$ cat config.mk
export PLATFORM = sky130hd
export DESIGN_NAME = bcd_convert_arbiter
export DESIGN_NICKNAME = d
export VERILOG_FILES = /design/src/rtl/bcd_convert_arbiter.sv
export SDC_FILE = /design/constraint.sdc
export NUM_CORES = 1
export LEC_CHECK = 0
export ABC_AREA = 1
export CAP_MARGIN = 20
export CORE_UTILIZATION = 56
export CTS_CLUSTER_SIZE = 10
export DETAILED_ROUTE_END_ITERATION = 16
export HOLD_SLACK_MARGIN = 0.15
export PLACE_DENSITY = 0.86
export RECOVER_POWER = 25
export SETUP_SLACK_MARGIN = 0.02
export SYNTH_ARGS = -nofsm -noshare
export SYNTH_HDL_FRONTEND = slang
export SYNTH_SLANG_ARGS = --single-unit
export TNS_END_PERCENT = 30
$ cat constraint.sdc
create_clock -name clk_i -period 5.8 [get_ports clk_i]
set_clock_uncertainty 0.15 [all_clocks]
set_input_delay 1.16 -clock clk_i [delete_from_list [all_inputs] [get_ports clk_i]]
set_output_delay 1.16 -clock clk_i [all_outputs]
set_load 0.05 [all_outputs]
$ cat src/rtl/bcd_convert_arbiter.sv
// -----------------------------------------------------------------------------
// bcd_convert_arbiter
//
// Shares a single iterative binary-to-BCD converter (double-dabble) between
// NUM_REQ requesters. A round-robin arbiter picks one requester per
// conversion and captures its 8-bit operand. The converter then shifts
// that operand through the BCD scratch register for 8 cycles and returns
// the hundreds/tens/ones digits, together with a one-cycle acknowledge to
// the requester it served.
//
// Ports
//   clk_i       : system clock, all state changes on the rising edge
//   rst_ni      : asynchronous active-low reset
//   req_i       : level request, one bit per requester
//   value_in_i  : packed operands, requester i at [8*i+7:8*i]
//   ack_o       : one-hot, one-cycle pulse naming the served requester
//   ack_id_o    : index of the served requester, valid while done_o=1
//   done_o      : one-cycle pulse, digit outputs updated this cycle
//   busy_o      : high during SHIFT and DONE
//   d100_o      : BCD hundreds digit (0..2)
//   d10_o       : BCD tens digit
//   d1_o        : BCD ones digit
// -----------------------------------------------------------------------------
module bcd_convert_arbiter #(
  parameter int NUM_REQ  = 4,
  parameter int REQ_ID_W = 2
) (
  input  logic                   clk_i,
  input  logic                   rst_ni,
  input  logic [NUM_REQ-1:0]     req_i,
  input  logic [NUM_REQ*8-1:0]   value_in_i,
  output logic [NUM_REQ-1:0]     ack_o,
  output logic [REQ_ID_W-1:0]    ack_id_o,
  output logic                   done_o,
  output logic                   busy_o,
  output logic [3:0]             d100_o,
  output logic [3:0]             d10_o,
  output logic [3:0]             d1_o
);

  typedef enum logic [1:0] {
    IDLE  = 2'd0,
    SHIFT = 2'd1,
    DONE  = 2'd2
  } stateT;

  stateT               state_q;
  logic [2:0]          bitCnt_q;
  logic [REQ_ID_W-1:0] ptr_q;
  logic [REQ_ID_W-1:0] id_q;
  logic [11:0]         bcd_q;
  logic [7:0]          bin_q;
  logic [NUM_REQ-1:0]  ack_q;
  logic                done_q;
  logic                busy_q;
  logic [3:0]          d100_q;
  logic [3:0]          d10_q;
  logic [3:0]          d1_q;

  logic [REQ_ID_W-1:0] winner_d;
  logic [REQ_ID_W-1:0] ptr_d;
  logic [11:0]         bcdAdj;
  logic [11:0]         bcd_d;
  logic [7:0]          bin_d;

  // Round-robin pick: scan from the pointer upwards and wrap, so the
  // requester just served (pointer = its index + 1) is looked at last.
  always_comb begin
    int  idx;
    logic found;
    winner_d = ptr_q;
    found    = 1'b0;
    for (int k = 0; k < NUM_REQ; k++) begin
      idx = int'(ptr_q) + k;
      if (idx >= NUM_REQ) begin
        idx = idx - NUM_REQ;
      end
      if (!found && req_i[idx]) begin
        winner_d = REQ_ID_W'(idx);
        found    = 1'b1;
      end
    end
  end

  // Pointer moves to the requester after the one just served, modulo NUM_REQ.
  always_comb begin
    if (id_q == REQ_ID_W'(NUM_REQ - 1)) begin
      ptr_d = '0;
    end else begin
      ptr_d = id_q + 1'b1;
    end
  end

  // One double-dabble step: correct every BCD nibble that would overflow
  // past 9 after doubling, then shift the combined {bcd,bin} left by one.
  // The hundreds nibble never exceeds 2 for an 8-bit input, so no carry
  // is lost from the top of the scratch register.
  always_comb begin
    bcdAdj = bcd_q;
    for (int n = 0; n < 3; n++) begin
      if (bcd_q[4*n +: 4] >= 4'd5) begin
        bcdAdj[4*n +: 4] = bcd_q[4*n +: 4] + 4'd3;
      end
    end
    {bcd_d, bin_d} = {bcdAdj, bin_q} << 1;
  end

  // Control FSM and all registered outputs. Digits are written only on the
  // last shift, so the display never sees a half-converted value.
  always_ff @(posedge clk_i or negedge rst_ni) begin
    if (!rst_ni) begin
      state_q  <= IDLE;
      bitCnt_q <= 3'd0;
      ptr_q    <= '0;
      id_q     <= '0;
      bcd_q    <= 12'd0;
      bin_q    <= 8'd0;
      ack_q    <= '0;
      done_q   <= 1'b0;
      busy_q   <= 1'b0;
      d100_q   <= 4'd0;
      d10_q    <= 4'd0;
      d1_q     <= 4'd0;
    end else begin
      case (state_q)
        IDLE: begin
          done_q <= 1'b0;
          ack_q  <= '0;
          if (|req_i) begin
            id_q     <= winner_d;
            bin_q    <= value_in_i[int'(winner_d)*8 +: 8];
            bcd_q    <= 12'd0;
            bitCnt_q <= 3'd0;
            busy_q   <= 1'b1;
            state_q  <= SHIFT;
          end
        end
        SHIFT: begin
          bcd_q <= bcd_d;
          bin_q <= bin_d;
          if (bitCnt_q == 3'd7) begin
            bitCnt_q <= 3'd0;
            d100_q   <= bcd_d[11:8];
            d10_q    <= bcd_d[7:4];
            d1_q     <= bcd_d[3:0];
            done_q   <= 1'b1;
            ack_q    <= {{(NUM_REQ-1){1'b0}}, 1'b1} << id_q;
            state_q  <= DONE;
          end else begin
            bitCnt_q <= bitCnt_q + 3'd1;
          end
        end
        DONE: begin
          done_q  <= 1'b0;
          ack_q   <= '0;
          busy_q  <= 1'b0;
          ptr_q   <= ptr_d;
          state_q <= IDLE;
        end
        default: begin
          state_q <= IDLE;
        end
      endcase
    end
  end

  assign ack_o    = ack_q;
  assign ack_id_o = id_q;
  assign done_o   = done_q;
  assign busy_o   = busy_q;
  assign d100_o   = d100_q;
  assign d10_o    = d10_q;
  assign d1_o     = d1_q;

endmodule

==> run metrics <==
grt ovf=0; Area contributors post-synth=dfrtp_1 (42%), nand2_1 (18%), inv_1 (5.6%); Slew Limit Fails=44; initial antenna violation count=0; hold depth=2; dpl hpwl=4140 um; ANT nets after route=0; Top Metal Used=met4; R2R depth=13; Die X=73.0 um; largest net degree at the start of global routing=48; Switching Share=0.507; Psw=1.09 mW; Cell Pwr Density=614 nW/um2; Top FF cell, synth=dfrtp_1; failing checks=max-capacitance violations, max-slew violations; share of cells above drive strength 1=0.0915; Clock power frac=0.107; CP Buf/Inv Count=2; Startpoint Class=input pin; total number of vias=2457; fmax=316 MHz; die height=73.0 um; Worst path top cell family by delay=buffers and inverters; Period minus WS final=3.17 ns; GRT Overall Usage=0.234; post-synth cell types=30; Port Buffers=57; Worst EP required=5.61 ns; unrepaired setup endpoints after global routing=false; Avg WL per Cell=11.3 um; H-tree depth=2; core area=4790 um2; FF/Latch Area=1180 um2; n_diodes=0; commonest cells in the synthesized netlist=nand2_1 (135), dfrtp_1 (47), inv_1 (42); post-synthesis average cell area=7.58 um2; final setup vio count=0; max cap viols=1; clock tree sinks=47; worst reg2reg setup slack=3.37 ns; clock latency on the worst-skew pair=0.30 ns; vias per inst=4.98; Post-synth EDFFs=0; initial core utilization=0.590; nets@finish=476; Hold Path End=d100_o[1]; CTS Buffer Depth=2; total CTS buffers=5; Slew @ Worst Pin=2.20 ns; hold_sp=d100_o[1]; post-synth top area cell=dfrtp_1; cts repair resizes=0; # fillers=388; Post-Syn Area=2820 um2; CP Capture Type=asynchronous set/reset pin; VDD IR max=374 uV; Metal-1 WL=2500 um; Max stage delay cell, worst path=clkbuf_1; post-synthesis sequential element count=47; vias in the first global route=2260; sequential area share after synthesis=0.417; first-pass GRT wire length=9650 um; outcome=finished, violations left; CP peak stage delay=1.60 ns; Cell Rows=25; CP most frequent cell=clkbuf_1; Final Wtd Congestion=0.836; internal cell power=1.06 mW; die area=5330 um2; WP data arrival=2.98 ns; asr flop ratio synth=1.00; routed length on met2=2760 um; Final Hold Fails=0; Post-Syn Instances=372; drt drc=0; most frequent cell after synthesis=nand2_1; Boundary Pins=58; Root Driver=clkbuf_8; Comb pwr share=0.627; area grow syn2layout=24.3%; CTS clock-pin slew for the worst setup and hold paths=0.08 ns; final wirelength=5560 um; hold slack=0.334 ns; critical-path cell list=clkbuf_1 > clkbuf_1; Leak=1.79 nW; Synth Warn #=0; Synth top area share=0.417; reg-to-reg endpoint=bin_q[0]; setup TNS=0 ns; Slew headroom=-0.468; crit path max fanout=43; WL met3=233 um; critical path type=input pin to asynchronous set/reset pin; area of the multi-input gates=1390 um2; hold crit path type=flip-flop to flip-flop; initial detailed-routing violation count=94; hold_buf cts=0; Post-CTS Setup Bufs=0; Net Count, Synth=422; Final Cycle Share=0.546; drt pass-1 iters=4; register share of total power=0.266; CTS tree=done; Critical R2R Launch=ptr_q[0]
## through the flow
step                      cell area, um2  utilization  instances  power [mW]  worst slack [ns]
after floorplan                     2820            -        372        1.64              3.29
after global placement              3400        0.710        485        1.88              2.44
after detailed placement            3400        0.710        485        1.92              2.41
after CTS                           3500        0.732        492        2.16              2.73
after global routing                3510        0.733        493        2.35              2.13
final                               3510        0.733        493        2.15              2.63
## worst max-delay path by stage
stage,from,to,slack (ns),depth (start not counted)
after floorplan,req_i[3],bin_q[5],3.29,15
after global placement,req_i[3],bitCnt_q[1],2.44,7
after detailed placement,req_i[3],bitCnt_q[1],2.41,7
after CTS,req_i[3],bitCnt_q[1],2.73,7
after global routing,rst_ni,bin_q[3],2.13,2
final,rst_ni,bin_q[3],2.63,2
## logic make-up (layout without fill, tap and decap cells)
group	count (synthesis)	count (layout)	synth area share
simple gates	197	197	0.321
xor+xnor	4	4	0.0124
compound gates	52	52	0.105
buf+inv	60	114	0.0914
fa+ha+maj	12	12	0.0532
flops	47	47	0.417
## worst reg2reg max path: stages, from the launching register on
cell	delay (ns)
dfrtp_1	0.64
inv_2	0.18
nand2_1	0.14
nand3_1	0.09
nand2_2	0.13
inv_2	0.07
nor2_8	0.12
nand3_4	0.19
nand2_4	0.26
nand2_1	0.08
nand2_1	0.06
nand2_1	0.05
nand3_1	0.10
nand2_1	0.06
## layout by cell type (no fill, tap or decap), types with 2 or more instances in the layout
cell type,Yosys,routed
clkdlybuf4s50_1,0,56
nor2_1,4,4
xor2_1,4,4
ha_1,12,12
nand3b_1,2,2
nand2_2,14,14
o21ai_1,4,4
nand3_1,31,31
o21ai_0,25,25
clkbuf_8,0,5
nand2_4,3,3
a21oi_1,2,2
or2_2,2,2
inv_2,7,7
inv_1,42,42
o22ai_1,17,17
nor2_2,2,2
nand2_1,135,135
dfrtp_1,47,47
clkbuf_1,4,2
## power groups by stage
stage	combinational, mW	clock [mW]	sequential [mW]
after floorplan	0.899	0	0.745
after global placement	1.31	0	0.573
after detailed placement	1.35	0	0.575
after CTS	1.35	0.235	0.572
after global routing	1.51	0.249	0.591
final	1.35	0.230	0.573
## routing by layer
metal,track usage,vias to the layer above
met5,0,-
met4,0.0763,0
met3,0.0428,5
met2,0.410,65
met1,0.292,1096
li1,-,1291
## layout make-up
class                   count  area share
clock buffers               5      0.0196
clock inverters             2      0.0107
inverters                  49      0.0525
multi-input cells         265       0.396
flip-flops and latches     47       0.335
well taps                  67      0.0239
repair buffers             58       0.162
## sequential cells by signal, summed over array words and instances, names as in the netlist, 3 cells and up
signal,flops
d1_o,4
bitCnt_q,3
d100_o,4
ack_o,4
bin_q,8
bcd_q,12
d10_o,4
Note: power is estimated with default switching activity, not from simulation.
